### src/rtl/calc_pkg.sv
// Shared definitions for the calculator sequencer: widths, operation codes,
// FSM states and small decode helpers.
package calc_pkg;

    localparam int RESULT_W  = 32;
    localparam int OPERAND_W = 8;

    localparam logic [2:0] FUNC_ADD = 3'b000;
    localparam logic [2:0] FUNC_SUB = 3'b001;
    localparam logic [2:0] FUNC_MUL = 3'b010;
    localparam logic [2:0] FUNC_DIV = 3'b011;
    localparam logic [2:0] FUNC_MOD = 3'b100;
    localparam logic [2:0] FUNC_SQR = 3'b101;

    typedef enum logic [2:0] {
        ST_IDLE  = 3'd0,
        ST_READY = 3'd1,
        ST_EXEC  = 3'd2,
        ST_DIV   = 3'd3,
        ST_DONE  = 3'd4
    } state_t;

    // Codes 110 and 111 are reserved and are ignored by the sequencer.
    function automatic logic func_valid(input logic [2:0] f);
        return f <= FUNC_SQR;
    endfunction

    function automatic logic func_is_div(input logic [2:0] f);
        return (f == FUNC_DIV) || (f == FUNC_MOD);
    endfunction

endpackage

### src/rtl/calc_iter_div.sv
// Iterative restoring divider: 32-bit dividend, 8-bit divisor, one quotient
// bit per cycle. The last iteration is presented combinationally together
// with done, so the caller captures the final result on that same edge.
module calc_iter_div
    import calc_pkg::*;
(
    input  logic                 clk,
    input  logic                 rst_n,
    input  logic                 start,
    input  logic                 abort,
    input  logic [RESULT_W-1:0]  dividend,
    input  logic [OPERAND_W-1:0] divisor,
    output logic                 busy,
    output logic                 done,
    output logic [RESULT_W-1:0]  quotient,
    output logic [OPERAND_W-1:0] remainder
);

    logic [RESULT_W-1:0]  q_r;
    logic [OPERAND_W-1:0] r_r;
    logic [OPERAND_W-1:0] d_r;
    logic [5:0]           cnt_r;
    logic                 busy_r;

    logic [OPERAND_W:0]   shifted;
    logic [OPERAND_W:0]   diff;
    logic                 ge;
    logic [RESULT_W-1:0]  q_nxt;
    logic [OPERAND_W-1:0] r_nxt;

    // One restoring step: shift the next dividend bit into the partial remainder
    // and subtract the divisor when it fits. The remainder stays below the
    // divisor, so 8 bits plus the shifted-in bit are enough.
    always_comb begin
        shifted = {r_r, q_r[RESULT_W-1]};
        diff    = shifted - {1'b0, d_r};
        ge      = shifted >= {1'b0, d_r};
        r_nxt   = ge ? diff[OPERAND_W-1:0] : shifted[OPERAND_W-1:0];
        q_nxt   = {q_r[RESULT_W-2:0], ge};
    end

    assign busy      = busy_r;
    assign done      = busy_r && (cnt_r == 6'd1);
    assign quotient  = q_nxt;
    assign remainder = r_nxt;

    // Iteration registers with a down-counter of remaining steps.
    always_ff @(posedge clk or negedge rst_n) begin
        if (!rst_n) begin
            q_r    <= '0;
            r_r    <= '0;
            d_r    <= '0;
            cnt_r  <= '0;
            busy_r <= 1'b0;
        end else if (abort) begin
            cnt_r  <= '0;
            busy_r <= 1'b0;
        end else if (start) begin
            q_r    <= dividend;
            r_r    <= '0;
            d_r    <= divisor;
            cnt_r  <= 6'd32;
            busy_r <= 1'b1;
        end else if (busy_r) begin
            q_r   <= q_nxt;
            r_r   <= r_nxt;
            cnt_r <= cnt_r - 6'd1;
            if (cnt_r == 6'd1) begin
                busy_r <= 1'b0;
            end
        end
    end

endmodule

### src/rtl/calc_sequencer.sv
// Button-operated accumulating calculator. A debounced key press launches one
// operation on num1/num2 (or on the held result when chaining); divide and
// modulo run on the iterative divider, everything else completes in one step.
//
// state    | meaning
// ---------+---------------------------------------------------------
// ST_IDLE  | no prior result, operand A comes from num1
// ST_READY | result held, operand A comes from cal_result
// ST_EXEC  | single-step op (or divide-by-zero) being committed
// ST_DIV   | divider iterating
// ST_DONE  | one-cycle completion pulse
module calc_sequencer
    import calc_pkg::*;
#(
    parameter int DB_CYCLES = 4
) (
    input  logic                 clk,
    input  logic                 rst_n,
    input  logic                 button,
    input  logic                 clear,
    input  logic [2:0]           func,
    input  logic [OPERAND_W-1:0] num1,
    input  logic [OPERAND_W-1:0] num2,
    output logic [RESULT_W-1:0]  cal_result,
    output logic                 busy,
    output logic                 done,
    output logic                 err
);

    localparam int            DB_W       = $clog2(DB_CYCLES + 2) + 1;
    localparam logic [DB_W-1:0] DB_RELOAD  = DB_W'(DB_CYCLES - 1);
    localparam logic [DB_W-1:0] ARM_RELOAD = DB_W'(DB_CYCLES + 1);
    localparam int            PAD_W      = RESULT_W - OPERAND_W;

    logic                 sync1, sync2;
    logic                 db_level, db_prev;
    logic [DB_W-1:0]      db_cnt;
    logic                 armed;
    logic [DB_W-1:0]      arm_cnt;
    logic                 go;

    state_t               state, state_nxt;
    logic                 accept;
    logic                 div_start;
    logic [2:0]           func_q;
    logic [RESULT_W-1:0]  a_q, b_q;
    logic [RESULT_W-1:0]  op_a, op_b, sq_op;

    logic                 div_busy, div_done;
    logic [RESULT_W-1:0]  div_quot;
    logic [OPERAND_W-1:0] div_rem;

    // Two-flop synchroniser for the raw key.
    always_ff @(posedge clk or negedge rst_n) begin
        if (!rst_n) begin
            sync1 <= 1'b0;
            sync2 <= 1'b0;
        end else begin
            sync1 <= button;
            sync2 <= sync1;
        end
    end

    // Debouncer: the level flips after DB_CYCLES consecutive differing samples.
    always_ff @(posedge clk or negedge rst_n) begin
        if (!rst_n) begin
            db_level <= 1'b0;
            db_prev  <= 1'b0;
            db_cnt   <= DB_RELOAD;
        end else begin
            db_prev <= db_level;
            if (sync2 == db_level) begin
                db_cnt <= DB_RELOAD;
            end else if (db_cnt == '0) begin
                db_level <= sync2;
                db_cnt   <= DB_RELOAD;
            end else begin
                db_cnt <= db_cnt - DB_W'(1);
            end
        end
    end

    // Key is armed only after a clean low stretch, so a key held through reset
    // must be released before it can launch anything. The stretch is longer
    // than the synchroniser flush so the post-reset zeros cannot arm it.
    always_ff @(posedge clk or negedge rst_n) begin
        if (!rst_n) begin
            armed   <= 1'b0;
            arm_cnt <= ARM_RELOAD;
        end else if (!armed) begin
            if (sync2 || db_level) begin
                arm_cnt <= ARM_RELOAD;
            end else if (arm_cnt == '0) begin
                armed <= 1'b1;
            end else begin
                arm_cnt <= arm_cnt - DB_W'(1);
            end
        end
    end

    assign go     = db_level & ~db_prev & armed;
    assign accept = go && !clear && func_valid(func)
                    && ((state == ST_IDLE) || (state == ST_READY));

    assign op_a  = (state == ST_READY) ? cal_result : {{PAD_W{1'b0}}, num1};
    assign op_b  = {{PAD_W{1'b0}}, num2};
    assign sq_op = (state == ST_READY) ? cal_result : op_b;

    // State register.
    always_ff @(posedge clk or negedge rst_n) begin
        if (!rst_n) begin
            state <= ST_IDLE;
        end else begin
            state <= state_nxt;
        end
    end

    // Next-state logic; clear overrides everything, including a running divide.
    always_comb begin
        state_nxt = state;
        if (clear) begin
            state_nxt = ST_IDLE;
        end else begin
            case (state)
                ST_IDLE, ST_READY: begin
                    if (accept) begin
                        state_nxt = (func_is_div(func) && (num2 != '0)) ? ST_DIV : ST_EXEC;
                    end
                end
                ST_EXEC:  state_nxt = ST_DONE;
                ST_DIV:   if (div_done || !div_busy) state_nxt = ST_DONE;
                ST_DONE:  state_nxt = ST_READY;
                default:  state_nxt = ST_IDLE;
            endcase
        end
    end

    // Outputs decoded from the current state and the launch condition.
    always_comb begin
        busy      = (state == ST_EXEC) || (state == ST_DIV);
        done      = (state == ST_DONE);
        div_start = accept && func_is_div(func) && (num2 != '0);
    end

    // Operand capture at launch, then result and sticky error update.
    always_ff @(posedge clk or negedge rst_n) begin
        if (!rst_n) begin
            cal_result <= '0;
            err        <= 1'b0;
            func_q     <= FUNC_ADD;
            a_q        <= '0;
            b_q        <= '0;
        end else if (clear) begin
            cal_result <= '0;
            err        <= 1'b0;
        end else begin
            if (accept) begin
                func_q <= func;
                a_q    <= (func == FUNC_SQR) ? sq_op : op_a;
                b_q    <= (func == FUNC_SQR) ? sq_op : op_b;
            end
            if (state == ST_EXEC) begin
                case (func_q)
                    FUNC_ADD:           cal_result <= a_q + b_q;
                    FUNC_SUB:           cal_result <= a_q - b_q;
                    FUNC_MUL, FUNC_SQR: cal_result <= a_q * b_q;
                    default:            err        <= 1'b1;
                endcase
            end
            if ((state == ST_DIV) && div_done) begin
                cal_result <= (func_q == FUNC_DIV) ? div_quot : {{PAD_W{1'b0}}, div_rem};
            end
        end
    end

    calc_iter_div u_div (
        .clk       (clk),
        .rst_n     (rst_n),
        .start     (div_start),
        .abort     (clear),
        .dividend  (op_a),
        .divisor   (num2),
        .busy      (div_busy),
        .done      (div_done),
        .quotient  (div_quot),
        .remainder (div_rem)
    );

endmodule
### config.mk
export PLATFORM = sky130hd
export DESIGN_NAME = calc_sequencer
export DESIGN_NICKNAME = d
export VERILOG_FILES = /design/src/rtl/calc_pkg.sv /design/src/rtl/calc_iter_div.sv /design/src/rtl/calc_sequencer.sv
export SDC_FILE = /design/constraint.sdc
export NUM_CORES = 2
export LEC_CHECK = 0
export BUFFER_PORTS_ARGS = -buffer_cell sky130_fd_sc_hd__buf_2
export CAP_MARGIN = 20
export CORE_MARGIN = 2
export CORE_UTILIZATION = 56
export DETAILED_ROUTE_END_ITERATION = 8
export PLACE_DENSITY = 0.82
export SYNTH_ARGS = -nofsm -noshare
export SYNTH_HDL_FRONTEND = slang
export SYNTH_SLANG_ARGS = --single-unit
### constraint.sdc
create_clock -name clk -period 7.7 [get_ports clk]
set_input_delay 1.54 -clock clk [delete_from_list [all_inputs] [get_ports clk]]
set_output_delay 1.54 -clock clk [all_outputs]
set_load 0.02 [all_outputs]
# After elaboration in Yosys (flattened, before gate mapping)
# Index checks and enable logic that the tools add are counted.
# classes
n_mul,1
bitwise,6
mux,36
n_lt_le_gt_ge,2
reduce_logical,36
addsub,6
n_eq_ne,17
# op_table
operator,n
32-bit 2-to-1 mux,10
32-bit case mux with 3 select lines,1
32-bit adder,1
32-bit by 32-bit multiplier with 32-bit output,1
32-bit subtractor,1
8-bit 2-to-1 mux,3
6-bit 2-to-1 mux,3
4-bit 2-to-1 mux,4
2-bit AND reduction,8
"3-bit by 2-bit equality test with 1-bit output, second input constant",5
"3-bit equality test, second input constant",4
3-bit case mux with 4 select lines,1
1-bit 2-to-1 mux,11
9-bit by 8-bit >= comparator with 1-bit output,1
3-bit 2-to-1 mux,3
1-bit logical AND,8
4-bit logical NOT,2
8-bit nonzero test,1
"4-bit by 1-bit subtractor with 4-bit output, second input constant",2
8-bit subtractor,1
"3-bit by 1-bit equality test with 1-bit output, second input constant",2
"6-bit by 1-bit equality test with 1-bit output, second input constant",1
3-bit logical NOT,2
"3-bit inequality test, second input constant",2
14 further kinds,26
# totals
inputBits,23
reg_bits,171
wordCells,122

# Depth between registers and ports, before layout
# depth
depth_word,10
ltp_mapped,28
depth_no_buf,26

# Hierarchy
# Synthesis repeated with hierarchy kept, for this count alone.
# hier_totals
cells_unflattened,2925
area_unflattened_um2,26714.4
# modules_own_cells
mod,instances,seq_area_each_um2,area_per_inst_um2,cells_per_inst
calc_sequencer,1,2907.8,23507.5,2594
calc_iter_div,1,1376.3,3206.8,331

# Least setup slack after synthesis
# OpenSTA, ideal clock, no wires.
# synth_timing
path_type,register -> register
from,register b_q[6]
to,register cal_result[31]
slack_ns,0.713
required_ns,7.605
path_buffers,2
arrival_ns,6.892
period_less_slack_ns,6.987
stages_incl_launch_ff,27
cell_sequence,dfrtp_1 clkbuf_1 clkbuf_1 and2_1 fa_1 fa_1 fa_1 inv_1 fa_1 inv_1 fa_1 inv_1 fa_1 inv_1 fa_1 fa_1 ha_1 nand2_1 nor2_1 o21ai_1 a21oi_1 nor2b_1 a2111oi_4 o41ai_1 xnor2_1 a21oi_1 o31ai_1
# synth_between
elab_chain_len,5
elab_cells_between_ends,7
cone_classes,add/sub (2); mul (1); mux (4)
# synth_lines
element,line_no,text
start: declaration,calc_sequencer.sv:46,"logic [RESULT_W-1:0] a_q, b_q;"
start signal: assignment,calc_sequencer.sv:160,b_q <= (func == FUNC_SQR) ? sq_op : op_b;
32-bit by 32-bit multiplier with 32-bit output (tied with other cells),calc_sequencer.sv:166,"FUNC_MUL, FUNC_SQR: cal_result <= a_q * b_q;"
32-bit case mux with 3 select lines (*),calc_sequencer.sv:163,case (func_q)
32-bit 2-to-1 mux (*),calc_sequencer.sv:162,if (state == ST_EXEC) begin
32-bit 2-to-1 mux (*),calc_sequencer.sv:170,if ((state == ST_DIV) && div_done) begin
32-bit 2-to-1 mux (*),calc_sequencer.sv:153,end else if (clear) begin
end signal: assignment,calc_sequencer.sv:164,FUNC_ADD: cal_result <= a_q + b_q;
end signal: assignment,calc_sequencer.sv:165,FUNC_SUB: cal_result <= a_q - b_q;
end signal: assignment,calc_sequencer.sv:171,"cal_result <= (func_q == FUNC_DIV) ? div_quot : {{PAD_W{1'b0}}, div_rem};"
end: declaration,calc_sequencer.sv:24,"output logic [RESULT_W-1:0] cal_result,"
# Mark *: on every way between the ends. The rest lies on a longest branch, timed or not. The select of a mux whose other input is x is not followed.
# A chain may end at the register's enable or synchronous reset.

# Worst setup path after layout
# layout_timing
from,register b_q[5]
to,register cal_result[31]
# Same word-level chain as after synthesis.

==> results.cfg <==
[cts]
numCtsBuffers = 17
clock_latency_ns = 0.45
htreeDepth = 4
cts_post_setup_buffers_inserted = 0
cts_root_buf = clkbuf_16
cts.sink_count = 171
clk_path_buf_depth = 2
clk_pin_slew_ns = 0.08
cts_tree = yes

[grt]
grt_max_degree = 96
grt_overflow = 0
grt_pass1_wl_um = 125000
grt_pass1_vias = 23100
track_usage_pct = 33.9
antenna_found_initial = 1

[sta]
slew_headroom_pct = 30.7
min_period_over_period_pct = 96.4
fmax_mhz = 135
setup_viol = 0
setup_tns_ns = 0
worst_pin_slew_ns = 1.04
rsz0062_at_grt = no
finalMaxSlewViolations = 0
min_period_ns = 7.42
clock_skew_ns = 0.0117
hold_viol_final = 0
hold-worst-slack_ns = 0.355
worst_slack_ns = 0.279

[floorplan]
die_h_um = 220
die_area_mm2 = 0.0486
coreArea_mm2 = 0.0464
num_rows = 79
pin_count = 58
initial_utilization_pct = 56.6
die_x_um = 220

[synth]
synth_area_leader_cell = fa_1
ys_types = 80
synthCells = 2989
synth-seq-cells = 171
synth_top_area_share_pct = 31.3
synthFlopType = dfrtp_1
yosys-top-cells-area = fa_1, dfrtp_1, ha_1
avgSynthCellArea_um2 = 8.77
synth_fp_nets = 3593
seq_area_frac_synth_pct = 16.3
ys_async_sr_fraction_pct = 100
syn_area_mm2 = 0.0262
synth_warnings = 0
synth_edf_count = 0

[route]
dr.pass1.iters = 6
drtAntennaViolNets = 0
drc = 0
wl_per_cell_um = 21.7
drt_iter0_drc = 2188
wl_um = 77900
via_per_inst = 6.01
vias = 21600

[placement]
hpwlAfterDp_um = 61400
place_ws_ns = 0.200
portBuffers = 57
gp_congestion = 1.07

[setup_path]
arrival_ns = 7.78
crit_fanout = 12
worstPathRequired_ns = 8.06
worstSetupPathType = register to register
reg2reg_from = b_q[5]
cp-start-kind = register
crit_path_end_kind = register
cp-startpoint = b_q[5]

[cells_and_area]
n_antenna_cell = 0
nNetsFinal = 3578
final_cell_mix = nand2_1, inv_1, fa_1
fill_cells = 3881
final_common_cell = nand2_1
syn_to_final_growth_pct = 6.54
drive_gt1_share_pct = 7.63

[power]
p_clk_share_pct = 10.6
p_leak_nw = 13.6
p_switching_w = 0.00487
ir_drop_uv = 277
seqPwrFrac_pct = 17.5
powerDensity_mw_per_mm2 = 320
power.internal_w = 0.00408
share_comb_of_total_power_pct = 71.9
p_sw_share_pct = 54.4

[run]
max_cap_violations = 0

[min_path]
hold_class = register to register
min_from = sync1

[outcome]
outcome = finished clean
-- sequential cells by signal, indices dropped and copies added, names as in the netlist, 3 cells and up --
register / flops
func_q: 3
b_q: 32
u_div.r_r: 8
u_div.q_r: 32
u_div.cnt_r: 6
a_q: 32
state: 3
arm_cnt: 4
db_cnt: 4
u_div.d_r: 8
cal_result: 32
-- path summary, 6_finish.rpt --
kind / endpoint / slack (ns) / depth (start not counted)
worst max-delay path: cal_result[31] / 0.28 / 23
worst min-delay path: sync2 / 0.35 / 0
worst max register to register: cal_result[31] / 0.28 / 23
worst min register to register: sync2 / 0.35 / 0
max in group asynchronous: a_q[9] / 5.35 / 2
min in group asynchronous: sync2 / 1.13 / 1
-- synth_stat cells, types with 6 or more instances --
library cell / count
o21a_1: 11
a21oi_1: 116
nand3_1: 14
a22oi_1: 7
o41ai_1: 7
a211oi_1: 14
a221oi_1: 7
a31oi_1: 16
a2111oi_0: 6
and3_1: 8
buf_1: 6
nand3b_1: 7
mux2i_1: 22
fa_1: 410
a21o_1: 23
inv_1: 415
or3_1: 10
o31ai_1: 8
o21ai_0: 115
ha_1: 171
nand2_1: 459
nand2b_1: 13
o21ai_1: 63
xnor2_1: 97
o21bai_1: 7
xor2_1: 41
nor4_1: 10
and2_1: 311
nand4_1: 9
clkbuf_1: 167
a211o_1: 9
nor2b_1: 10
dfrtp_1: 167
nor2_1: 95
o211ai_1: 7
nor3_1: 36
mux2_2: 12
-- critical path, cell delays in order, from the launching register on --
cell	delay (ns)
dfrtp_1	0.49
buf_4	0.23
and2_1	0.19
fa_1	0.57
fa_1	0.45
fa_1	0.52
inv_1	0.05
fa_1	0.47
inv_1	0.05
fa_1	0.48
fa_1	0.53
fa_1	0.57
fa_1	0.45
ha_1	0.36
nand2_1	0.08
nor2_1	0.16
o21ai_1	0.09
a21oi_1	0.25
nor2b_1	0.26
a2111oi_4	0.12
o41ai_2	0.41
xnor2_1	0.20
a21oi_1	0.11
o31ai_1	0.26
-- cell families after synthesis --
| family | Yosys count | synth area share (%) |
|---|---|---|
| compound gates | 458 | 10.7 |
| xor+xnor | 139 | 4.67 |
| fa+ha+maj | 581 | 39.5 |
| buf+inv | 594 | 8.53 |
| flops | 171 | 16.3 |
| mux | 34 | 1.36 |
| simple gates | 1012 | 18.9 |
-- metrics by stage --
step	total power (W)	std cells	area (um^2)	util, %
after detailed placement	0.00773	3562	27300	58.8
after CTS	0.00875	3594	27900	60.2
after global placement	0.00752	3562	27300	58.8
after global routing	0.00961	3594	27900	60.3
final	0.00894	3594	27900	60.3
after floorplan	0.00570	2989	26200	-
-- repair_timing --
item / 4_1_cts / 5_1_grt
endpoints found under the setup margin: 0 / 3
hold buffers: 0 / 0
gates resized for setup: 0 / 12
-- per-layer routing --
layer	vias up	global-route usage, %	wire length, um
met2	1211	55.6	36500
li1	9387	-	-
met1	10700	43.4	29400
met5	-	0	0
met4	0	15.5	3980
met3	278	6.89	7940
-- power groups by stage --
| stage | sequential, W | combinational, W | clock [W] |
|---|---|---|---|
| 2_1_floorplan | 0.00136 | 0.00434 | 0 |
| 3_3_place_gp | 0.00154 | 0.00598 | 0 |
| 3_5_place_dp | 0.00155 | 0.00618 | 0 |
| 4_1_cts | 0.00153 | 0.00627 | 0.000946 |
| 5_1_grt | 0.00159 | 0.00703 | 0.000986 |
| 6_report | 0.00157 | 0.00643 | 0.000949 |
-- final cells by class --
type	instances	area (um^2)	area share (%)
repair buffers	144	945	3.38
multi-input cells	2224	19700	70.7
flip-flops and latches	171	4300	15.4
well taps	607	759	2.72
clock inverters	14	200	0.717
clock buffers	18	429	1.54
inverters	416	1560	5.59
(Power assumes the default switching activity.)
